File: src/rtl/pc_gen_unit.sv
// Fetch-stage program-counter generator.
// Holds the fetch PC, offers it to instruction memory through a valid/ready
// handshake, advances by STEP on accept and applies prioritised redirects
// (exception > jump > branch). Also counts accepted fetches.
// Optional feature: define PC_MISALIGN_CHECK_EN to trap misaligned jump/branch
// targets to TRAP_VEC instead of silently masking their low bits.
module pc_gen_unit #(
  parameter int unsigned       WIDTH     = 32,
  parameter int unsigned       STEP      = 4,
  parameter logic [WIDTH-1:0]  RESET_VEC = '0,
  parameter logic [WIDTH-1:0]  TRAP_VEC  = WIDTH'(32'h0000_0080),
  parameter int unsigned       CNT_W     = 16
) (
  input  logic             clk_i,
  input  logic             rst_ni,
  output logic [WIDTH-1:0] pc_o,
  output logic [WIDTH-1:0] pc_next_seq_o,
  output logic             pc_valid_o,
  input  logic             pc_ready_i,
  input  logic             br_taken_i,
  input  logic [WIDTH-1:0] br_target_i,
  input  logic             jmp_i,
  input  logic [WIDTH-1:0] jmp_target_i,
  input  logic             exc_i,
  output logic             redirected_o,
  output logic             misalign_o,
  output logic [CNT_W-1:0] fetch_cnt_o
);

  // Bits below this mask must be zero for an aligned target.
  localparam logic [WIDTH-1:0] LowMask   = WIDTH'(STEP) - WIDTH'(1);
  localparam logic [WIDTH-1:0] AlignMask = ~LowMask;

  typedef enum logic [0:0] {StIdle, StRun} state_e;

  state_e           state_q, state_d;
  logic [WIDTH-1:0] pc_q, pc_d;
  logic             pc_valid_q, pc_valid_d;
  logic             redirected_q, redirected_d;
  logic [CNT_W-1:0] cnt_q, cnt_d;
  logic             accept;
  logic             use_target;
  logic [WIDTH-1:0] target;

`ifdef PC_MISALIGN_CHECK_EN
  logic             misalign_q, misalign_d;
`endif

  assign accept        = pc_valid_q & pc_ready_i;
  assign pc_next_seq_o = pc_q + WIDTH'(STEP);

  // Jump beats branch when both are requested.
  assign use_target = jmp_i | br_taken_i;
  assign target     = jmp_i ? jmp_target_i : br_target_i;

  // Next-state selection: IDLE opens the request, RUN applies redirect priority.
  always_comb begin
    state_d      = state_q;
    pc_d         = pc_q;
    pc_valid_d   = pc_valid_q;
    redirected_d = 1'b0;
    cnt_d        = cnt_q;
`ifdef PC_MISALIGN_CHECK_EN
    misalign_d   = 1'b0;
`endif
    unique case (state_q)
      StIdle: begin
        // Redirects are ignored; first request goes out at RESET_VEC.
        state_d    = StRun;
        pc_valid_d = 1'b1;
      end
      StRun: begin
        pc_valid_d = 1'b1;
        // Old pc is consumed even when a redirect replaces it.
        cnt_d      = cnt_q + CNT_W'(accept);
        if (exc_i) begin
          pc_d         = TRAP_VEC;
          redirected_d = 1'b1;
        end else if (use_target) begin
          redirected_d = 1'b1;
`ifdef PC_MISALIGN_CHECK_EN
          if ((target & LowMask) != '0) begin
            pc_d       = TRAP_VEC;
            misalign_d = 1'b1;
          end else begin
            pc_d = target;
          end
`else
          pc_d = target & AlignMask;
`endif
        end else if (accept) begin
          pc_d = pc_next_seq_o;
        end
      end
      default: begin
        state_d    = StIdle;
        pc_valid_d = 1'b0;
      end
    endcase
  end

  // State registers with synchronous active-low reset.
  always_ff @(posedge clk_i) begin
    if (!rst_ni) begin
      state_q      <= StIdle;
      pc_q         <= RESET_VEC;
      pc_valid_q   <= 1'b0;
      redirected_q <= 1'b0;
      cnt_q        <= '0;
    end else begin
      state_q      <= state_d;
      pc_q         <= pc_d;
      pc_valid_q   <= pc_valid_d;
      redirected_q <= redirected_d;
      cnt_q        <= cnt_d;
    end
  end

`ifdef PC_MISALIGN_CHECK_EN
  // Misalign pulse register.
  always_ff @(posedge clk_i) begin
    if (!rst_ni) begin
      misalign_q <= 1'b0;
    end else begin
      misalign_q <= misalign_d;
    end
  end

  assign misalign_o = misalign_q;
`else
  assign misalign_o = 1'b0;
`endif

  assign pc_o         = pc_q;
  assign pc_valid_o   = pc_valid_q;
  assign redirected_o = redirected_q;
  assign fetch_cnt_o  = cnt_q;

endmodule

File: config.mk
export PLATFORM = sky130hd
export DESIGN_NAME = pc_gen_unit
export DESIGN_NICKNAME = d
export VERILOG_FILES = /design/src/rtl/pc_gen_unit.sv
export SDC_FILE = /design/constraint.sdc
export NUM_CORES = 1
export LEC_CHECK = 0
export CAP_MARGIN = 20
export CORE_MARGIN = 2
export CORE_UTILIZATION = 43
export DETAILED_ROUTE_END_ITERATION = 8
export PLACE_DENSITY_LB_ADDON = 0.1
export SLEW_MARGIN = 15
export SYNTH_ARGS = -nofsm -noshare
export SYNTH_HDL_FRONTEND = slang
export SYNTH_SLANG_ARGS = --single-unit
File: constraint.sdc
create_clock -name clk_i -period 2.4 [get_ports clk_i]
set_clock_uncertainty 0.15 [all_clocks]
set_input_delay 0.6 -clock clk_i [delete_from_list [all_inputs] [get_ports clk_i]]
set_output_delay 0.6 -clock clk_i [all_outputs]
set_load 0.01 [all_outputs]
Word level (Yosys, flattened, before mapping) --
Cells that the tools add are included.
Cells by class: $add $sub $neg 2, multiplexer cells 7, bitwise gates (word level) 2, reductions and logical operators 3
Operators by type and width (count):
- $mux 32 | 4
- $add 32x3->32 const B | 1
- $add 16x1->16 | 1
- $reduce_and 2->1 | 2
- $mux 1 | 3
- $reduce_bool 3->1 | 1
- $and 1x1->1 | 1
- $or 1x1->1 | 1
Word-level totals: register bits 50, input port bits 70, output and inout port bits 83, logic and storage cells 18

Longest topological paths before layout --
Gate-level depths: netlist of run 1.
depth after elaboration 4, depth in mapped cells 7, mapped depth without buffers 7

Worst setup path after synthesis of run 1 --
OpenSTA, ideal clock, no wires.
path kind register to output, start register pc_q[2], in the netlist pc_o[2], end output port pc_next_seq_o[26], data arrival time 1.737 ns, setup slack -0.087 ns, cell stages (with the launch flop) 6, path through dfxtp_1 > ha_1 > and3_2 > nand2_1 > or3_1 > xnor2_1
On the way: longest elaborated chain between the ends 1
RTL lines:
- from (decl) | line 37 | logic [WIDTH-1:0] pc_q, pc_d;
- from (signal assigned) | line 112 | pc_q <= pc_d;
- $add 32x3->32 | line 50 | assign pc_next_seq_o = pc_q + WIDTH'(STEP);
- to (decl) | line 17 | output logic [WIDTH-1:0] pc_next_seq_o,
Every way passes these cells.

Final worst setup path of run 1 --
start register pc_q[6], in the netlist pc_o[6], end output port pc_next_seq_o[18]
The elaborated chain is that of the path after synthesis.

==> impl_metrics.toml, run 1 <==
[status]
outcome = "finished, violations left"
violations = "negative setup slack"

[clocking]
tritoncts = "done"
root_buffer = "clkbuf_8"
cts.sinks = 48
htree_num_levels = 2
holdBufCountCts = 0
clock_insertion_delay_worst_skew_ns = 0.31
ctsLongestPathBuffers = 2
numCtsBuffers = 5
cts.reportedPaths.clkPinSlew_ns = 0.10

[power]
pwr-share-clk_pct = 29.4
intPower_mw = 1.51
switching_power_mw = 0.661
cellLeakagePower_nw = 2.93
peakVddDrop_v = 0.000288
pwr-share-seq_pct = 39.6
power_frac_comb_pct = 31.0
cellPowerDensity_nw_per_um2 = 325
power_switching_share_pct = 30.4

[cells_and_area]
layout.nets = 798
n_antenna_cell = 0
layout-drive-gt1-share_pct = 40.4
finish.utilization_pct = 86.7
area_growth_pct = 95.5

[setup_path]
critPathMostFrequentCell = "buf_6"
cp_data_arrival_time_ns = 1.92
rrSetupSlack_ns = 0.26
critical_path_buf_inv_count = 4
crit_path_end_kind = "primary output"
path_depth = 7
path_cells = "buf_6, nand4_1, buf_6, nor4_4, buf_4, xor2_1, buf_2"
r2r-end = "pc_o[19]"
slowest_delay_ns = 0.37
reg2reg_depth = 8
required_ns = 1.65
cpLargestDelayFamily = "buffers and inverters"
start_kind = "register"
critPathSlowestCell = "dfxtp_2"
r2r_start = "pc_o[3]"
criticalPathCategory = "reg -> out"
crit_fanout = 5

[synth]
synth.most_common_cell = "dfxtp_1"
synth_top_area_cell = "dfxtp_1"
synth_common_cells = "dfxtp_1 (48), nor2_1 (41), nand2_1 (28)"
synth_top_area_share_pct = 28.1
syn_inst = 435
synth_edf_count = 0
synth_seq_cells = 48
synth_area_leaders = "dfxtp_1 (28%), xnor2_1 (6.4%), nor2_1 (4.5%)"
netlist_area_um2 = 3420
yosys_warnings = 0
async_flop_share_pct = 0
synth_area_per_cell_um2 = 7.87
yosysSeqAreaShare_pct = 28.1
synth_cell_types = 65
synth_top_flop_cell = "dfxtp_1"

[sta]
holdWs_ns = 0.397
slew_headroom_pct = 59.7
fin_ws_ns = -0.269
rsz0062_at_grt = "true"
slew_viol_final = 0
hold_viol = 0
max_freq_ghz = 0.375
final.setup.tns_ns = -3.33
period_needed_ns = 2.67
worst_pin_slew_ns = 0.602
fin_crit_sh_pct = 111
finalSetupViolCount = 34

[die]
ios = 153
start_util_pct = 44.3
fp.dieW_um = 93.2
fp.dieH_um = 93.2
rows = 32
core_area_um2 = 7730
die-area_um2 = 8690

[global_route]
met2_usage_pct = 56.2
antenna_found_initial = 0
grt_busiest_layer = "met2"
grt_max_degree = 23
overflow = 0
grt_usage_pct = 33.0
met1_usage_pct = 40.0
first_global_vias = 4733
met3_usage_pct = 6.20
grt_first_pass_wirelength_um = 22900

[drt]
wire_per_inst_um = 20.9
via_per_inst = 6.21
wl_um = 17300
antenna_left = 0
routed-via-count = 5144
drc = 0
dr.pass1.iters = 6
first_iter_violations = 516

[run]
maxCapViolCount = 0

[worst_hold_path]
min_to = "fetch_cnt_o[5]"
min_from = "fetch_cnt_o[5]"
holdPathStages = 2
hold_class = "reg -> reg"

[placed_design]
dp_hpwl_um = 10500
port_buffers = 143
finalWeightedCongestion = 0.979
placed cells by master, fill, tap and decap left out, types with 6 or more instances in the layout:
master	synthesis	layout
a211o_1	8	8
a22o_1	10	10
a22oi_1	16	16
buf_2	15	23
buf_4	6	141
buf_6	0	31
clkdlybuf4s50_1	0	114
dfxtp_1	48	24
dfxtp_2	0	21
inv_1	8	8
nand2_1	28	25
nand3_1	22	14
nand3_4	0	6
nand4_1	16	16
nor2_1	41	35
nor3_1	16	11
o211ai_1	8	8
o21ai_0	19	19
xnor2_1	25	16
xnor2_2	0	9
xor2_1	13	13
repair_timing:
| action | 4_1_cts | 5_1_grt |
|---|---|---|
| setup endpoints to repair | 35 | 39 |
| gates cloned | 0 | 1 |
| setup buffers | 19 | 24 |
| resized for setup | 202 | 45 |
| pin swaps | 38 | 38 |
worst max path at each step:
stage	start	to	slack (ns)
after floorplan	pc_o[13]	pc_next_seq_o[22]	0.005
after global placement	pc_o[2]	pc_next_seq_o[18]	-0.53
after detailed placement	pc_o[3]	pc_next_seq_o[18]	-0.57
final	pc_o[6]	pc_next_seq_o[18]	-0.27
after global routing	pc_o[14]	pc_next_seq_o[18]	-0.32
after CTS	pc_o[8]	pc_next_seq_o[15]	-0.16
cells by family (layout without fill, tap and decap cells):
group	after synthesis	after routing	share of synthesized area (%)
fa+ha+maj	3	3	1.10
compound gates	113	113	24.8
buf+inv	45	331	6.17
mux	3	3	0.877
other cells	1	5	0.110
flops	48	48	28.1
simple gates	184	185	29.1
xor+xnor	38	38	9.72
metal layers:
metal	vias to the layer above	part of all wire [%]
met5	-	0
met3	97	10
li1	2218	-
met1	2427	36
met2	402	49
met4	0	5.2
registers in the layout (all words and copies together), names as in the netlist:
name,flops
fetch_cnt_o,16
redirected_o,1
pc_valid_o,1
pc_o,30
power groups by stage:
stage | Clock (mW) | Sequential, mW | Combinational (mW)
floorplan | 0 | 0.903 | 0.199
global placement | 0 | 0.866 | 0.611
detailed placement | 0 | 0.868 | 0.621
CTS | 0.628 | 0.855 | 0.619
global route | 0.663 | 0.865 | 0.705
finish | 0.639 | 0.861 | 0.674
worst min-delay path, stage by stage (launching register included):
cell and delay, ns:
dfxtp_1 0.36, o21ai_0 0.09, a21oi_1 0.06
final cells by class:
type	count	area [um^2]
clock buffer	5	68.8
clock inverter	3	46.3
fill	397	1030
inverter	9	33.8
multi-input combinational	347	2700
sequential	48	998
tap	102	128
timing repair buffer	314	2720
stage by stage:
step	power (mW)	cell area [um^2]	worst slack, ns	std cells
global placement	1.48	5830	-0.527	779
global route	2.23	6700	-0.319	828
floorplan	1.10	3460	0.00481	439
detailed placement	1.49	5830	-0.568	779
finish	2.17	6700	-0.269	828
CTS	2.10	6350	-0.160	806
Note: power is estimated with default switching activity, not from simulation.
==> run 2: changes to the inputs <==
--- a/constraint.sdc
+++ b/constraint.sdc
@@ -3,3 +3,3 @@
 set_input_delay 0.6 -clock clk_i [delete_from_list [all_inputs] [get_ports clk_i]]
 set_output_delay 0.6 -clock clk_i [all_outputs]
-set_load 0.01 [all_outputs]
+set_load 0.02 [all_outputs]
==> impl_metrics.toml, run 2 (synthesis gave the netlist of run 1 again) <==
[status]
outcome = "finished, violations left"
violations = "negative setup slack"

[cells_and_area]
layout.nets = 800
final_common_cell = "buf_4"
layout_common_cells = "buf_4 (163), clkdlybuf4s50_1 (112), nor2_1 (36)"
layout-drive-gt1-share_pct = 40.8
area_growth_pct = 99.4
fin_cells = 830
finish.utilization_pct = 88.4
fin_area_um2 = 6830
n_antenna_cell = 0
largest_reg_flops = 30

[clocking]
cts.reportedPaths.clkPinSlew_ns = 0.09
clock_insertion_delay_worst_skew_ns = 0.32
cts.sinks = 48
holdBufCountCts = 0
ctsLongestPathBuffers = 2
htree_num_levels = 2
numCtsBuffers = 5
root_buffer = "clkbuf_8"
tritoncts = "done"

[drt]
drc = 0
routed-via-count = 5169
via_per_inst = 6.23
antenna_left = 0
first_iter_violations = 425
dr.pass1.iters = 6
wl_um = 17900
wire_per_inst_um = 21.6

[sta]
fin_ws_ns = -0.427
slew_headroom_pct = 49.3
finalSetupViolCount = 24
hold_viol = 0
worst_pin_slew_ns = 0.757
slew_viol_final = 0
max_freq_ghz = 0.354
rsz0062_at_grt = "true"
period_needed_ns = 2.83
final.setup.tns_ns = -3.61
holdWs_ns = 0.397
fin_crit_sh_pct = 118

[power]
pwr-share-clk_pct = 23.2
intPower_mw = 1.44
switching_power_mw = 0.722
power_frac_comb_pct = 37.0
cellLeakagePower_nw = 3.00
cellPowerDensity_nw_per_um2 = 317
peakVddDrop_v = 0.000246
total_power_mw = 2.16
pwr-share-seq_pct = 39.8
power_switching_share_pct = 33.4

[die]
rows = 32
core_area_um2 = 7730
ios = 153
start_util_pct = 44.3
die-area_um2 = 8690
fp.dieH_um = 93.2
fp.dieW_um = 93.2

[setup_path]
reg2reg_depth = 9
r2r_start = "pc_o[3]"
rrSetupSlack_ns = 0.23
crit_path_end_kind = "primary output"
criticalPathCategory = "reg -> out"
start_kind = "register"
crit_fanout = 5
r2r-end = "pc_o[29]"
cp_data_arrival_time_ns = 2.08
required_ns = 1.65

[worst_hold_path]
hold_class = "reg -> reg"
min_to = "fetch_cnt_o[5]"
holdPathStages = 2
min_from = "fetch_cnt_o[5]"

[global_route]
overflow = 0
first_global_vias = 4759
grt_first_pass_wirelength_um = 23500
grt_usage_pct = 34.3
antenna_found_initial = 0
grt_max_degree = 18

[run]
maxCapViolCount = 0

[placed_design]
dp_hpwl_um = 11200
place_inst = 779
detailed_place.area_um2 = 5950
port_buffers = 143
finalWeightedCongestion = 0.932
place_ws_ns = -0.547
[run 2: changes by cell type in the layout (fill, tap and decap cells not counted), sizes merged]
cell	before	now
inv	9	8
clkdlybuf4s50	114	112
clkinv	1	2
clkdlybuf4s15	1	0
bufinv	1	0
clkbuf	5	6
dlymetal6s2s	1	3
nand3	25	24
buf	196	200
[run 2: routing by layer]
metal  GRT usage (%)  vias up  share of wire, %
li1                -     2220                 -
met4            15.1        0               5.9
met3            6.04      116                10
met5               0        -                 0
met2            60.1      399                49
met1            40.9     2434                35
[run 2: layout make-up]
| class | count | area (um^2) |
|---|---|---|
| Inverter | 9 | 33.8 |
| Clock buffer | 6 | 72.6 |
| Timing Repair Buffer | 317 | 2830 |
| Clock inverter | 2 | 12.5 |
| Tap cell | 102 | 128 |
| Sequential cell | 48 | 1000 |
| Multi-Input combinational cell | 346 | 2750 |
| Fill cell | 376 | 898 |
[run 2: repair_timing]
item / 4_1_cts / 5_1_grt
pin swaps: 24 / 37
gates cloned: 0 / 0
endpoints found under the setup margin: 28 / 33
resized for setup: 212 / 53
buffers inserted: 20 / 28
[run 2: power by group through the flow]
stage	sequential [mW]	clock [mW]	combinational, mW
2_1_floorplan	0.931	0	0.231
3_3_place_gp	0.866	0	0.660
3_5_place_dp	0.868	0	0.671
4_1_cts	0.851	0.503	0.679
5_1_grt	0.864	0.525	0.821
6_report	0.860	0.503	0.799
[run 2: how the worst max path moves through the flow]
stage / from / end / slack (ns) / cells past startpoint
floorplan: pc_o[2] / pc_next_seq_o[26] / -0.04 / 5
global placement: pc_o[9] / pc_next_seq_o[26] / -0.51 / 5
detailed placement: pc_o[9] / pc_next_seq_o[26] / -0.55 / 5
CTS: pc_o[3] / pc_next_seq_o[31] / -0.20 / 7
global route: pc_o[8] / pc_next_seq_o[14] / -0.42 / 7
finish: pc_o[7] / pc_next_seq_o[14] / -0.43 / 7
[run 2: critical path, cell delays in order (launching register included)]
cell     delay (ns)
dfxtp_2        0.34
buf_4          0.12
buf_6          0.13
nand3_4        0.10
buf_6          0.15
nor4_4         0.39
xor2_1         0.33
buf_4          0.21
==> run 3: changes to the inputs <==
CELL_PAD_IN_SITES_DETAIL_PLACEMENT = 1   (was unset)
CELL_PAD_IN_SITES_GLOBAL_PLACEMENT = 1   (was unset)
CORE_MARGIN = unset   (was 2)
CORE_UTILIZATION = 30   (was 43)
CTS_CLUSTER_SIZE = 28   (was unset)
==> impl_metrics.toml, run 3 (synthesis gave the netlist of run 1 again) <==
[die]
die-area_um2 = 11800
core_area_um2 = 11000
rows = 38
ios = 153
start_util_pct = 31.2
fp.dieW_um = 109
fp.dieH_um = 109

[cells_and_area]
n_antenna_cell = 0
layout-drive-gt1-share_pct = 40.7
layout.nets = 789
final_common_cell = "buf_4"
finish.utilization_pct = 62.7
fin_cells = 857
area_growth_pct = 101
largest_reg_flops = 30
layout_common_cells = "buf_4 (158), clkdlybuf4s50_1 (113), nor2_1 (36)"

[placed_design]
dp_hpwl_um = 12700
place_ws_ns = -0.505
port_buffers = 143
place_inst = 820
finalWeightedCongestion = 0.868

[global_route]
first_global_vias = 5079
antenna_found_initial = 0
overflow = 0
grt_first_pass_wirelength_um = 26300
grt_max_degree = 23
grt_usage_pct = 29.2

[clocking]
holdBufCountCts = 0
numCtsBuffers = 5
root_buffer = "clkbuf_16"
ctsLongestPathBuffers = 2
cts.reportedPaths.clkPinSlew_ns = 0.07
cts.sinks = 48
clock_insertion_delay_worst_skew_ns = 0.30
htree_num_levels = 2
tritoncts = "done"

[sta]
period_needed_ns = 2.60
fin_crit_sh_pct = 108
worst_pin_slew_ns = 0.550
fin_ws_ns = -0.201
hold_viol = 0
slew_headroom_pct = 63.2
finalSetupViolCount = 23
slew_viol_final = 0
max_freq_ghz = 0.385
rsz0062_at_grt = "true"

[drt]
first_iter_violations = 336
drc = 0
routed-via-count = 4936
wl_um = 19300
dr.pass1.iters = 5
antenna_left = 0
wire_per_inst_um = 22.5
via_per_inst = 5.76

[status]
violations = "negative setup slack"
outcome = "finished, violations left"

[power]
switching_power_mw = 0.744
pwr-share-seq_pct = 35.5
peakVddDrop_v = 0.000241
power_frac_comb_pct = 30.6
power_switching_share_pct = 30.6
intPower_mw = 1.69
cellLeakagePower_nw = 2.93
cellPowerDensity_nw_per_um2 = 353
pwr-share-clk_pct = 33.9

[setup_path]
crit_path_end_kind = "primary output"
path_cells = "buf_6, and4_4, nand2_4, or3_4, xnor2_4, buf_6"
critPathSlowestCell = "or3_4"
required_ns = 1.65
critPathMostFrequentCell = "buf_6"
cp_data_arrival_time_ns = 1.85
reg2reg_depth = 12
slowest_delay_ns = 0.41
crit_fanout = 4
rrSetupSlack_ns = -0.16
criticalPathCategory = "reg -> out"
start_kind = "register"

[run]
maxCapViolCount = 0

[worst_hold_path]
hold_class = "reg -> reg"
holdPathStages = 2
-- run 3: cell count changes in the layout (fill, tap and decap cells not counted), moves of 3 or more --
cell / before / now
nor2_4: 4 / 1
dfxtp_2: 17 / 13
buf_4: 163 / 158
clkbuf_8: 5 / 1
nor2_2: 1 / 4
clkbuf_16: 0 / 6
nor3_1: 11 / 8
nor3_2: 0 / 5
buf_6: 35 / 25
-- run 3: path summary, 6_finish.rpt --
path | from | to
worst min register to register | fetch_cnt_o[6] | fetch_cnt_o[6]
worst min-delay path | fetch_cnt_o[6] | fetch_cnt_o[6]
worst max-delay path | pc_o[3] | pc_next_seq_o[23]
worst max register to register | pc_o[3] | pc_o[17]
-- run 3: what timing repair did --
action | in CTS | in global routing
endpoints found under the setup margin | 31 | 46
resized for setup | 202 | 54
pin swaps | 24 | 36
buffers inserted | 12 | 18
-- run 3: layer usage --
metal	up-vias	global-route usage, %	part of all wire (%)
li1	2203	-	-
met3	61	5.50	5.2
met5	-	0	0
met2	227	53.8	52
met4	0	13.2	4.0
met1	2445	32.4	39
-- run 3: worst max-delay path: cells and delay by family (launching register included) --
kind | cells | cell delay, ns
flops | 1 | 0.37
simple gates | 3 | 0.77
xor+xnor | 1 | 0.16
buf+inv | 2 | 0.26
-- run 3: area by class of cell --
cell class                 instances  area [um^2]
multi-input combinational        346         2780
timing repair buffer             306         2720
fill                            1261         4100
clock inverter                     1         8.76
sequential                        48         1000
inverter                           9         33.8
clock buffer                       7          164
tap                              140          175
-- run 3: per-stage QoR --
| stage | instance area, um^2 | setup TNS [ns] | hold WS, ns | total power [mW] |
|---|---|---|---|---|
| floorplan | 3600 | -0.0662 | 0.377 | 1.16 |
| global placement | 6030 | -13.28 | 0.334 | 1.54 |
| detailed placement | 6030 | -16.74 | 0.364 | 1.56 |
| CTS | 6530 | -2.74 | 0.382 | 2.38 |
| global route | 6880 | -4.26 | 0.437 | 2.50 |
| finish | 6880 | -3.15 | 0.406 | 2.43 |
-- run 3: power groups by stage --
stage / logic [mW] / registers [mW] / clock network [mW]
after detailed placement: 0.686 / 0.873 / 0
after global placement: 0.674 / 0.869 / 0
after global routing: 0.776 / 0.866 / 0.858
after floorplan: 0.231 / 0.931 / 0
final: 0.743 / 0.863 / 0.825
after CTS: 0.690 / 0.858 / 0.829
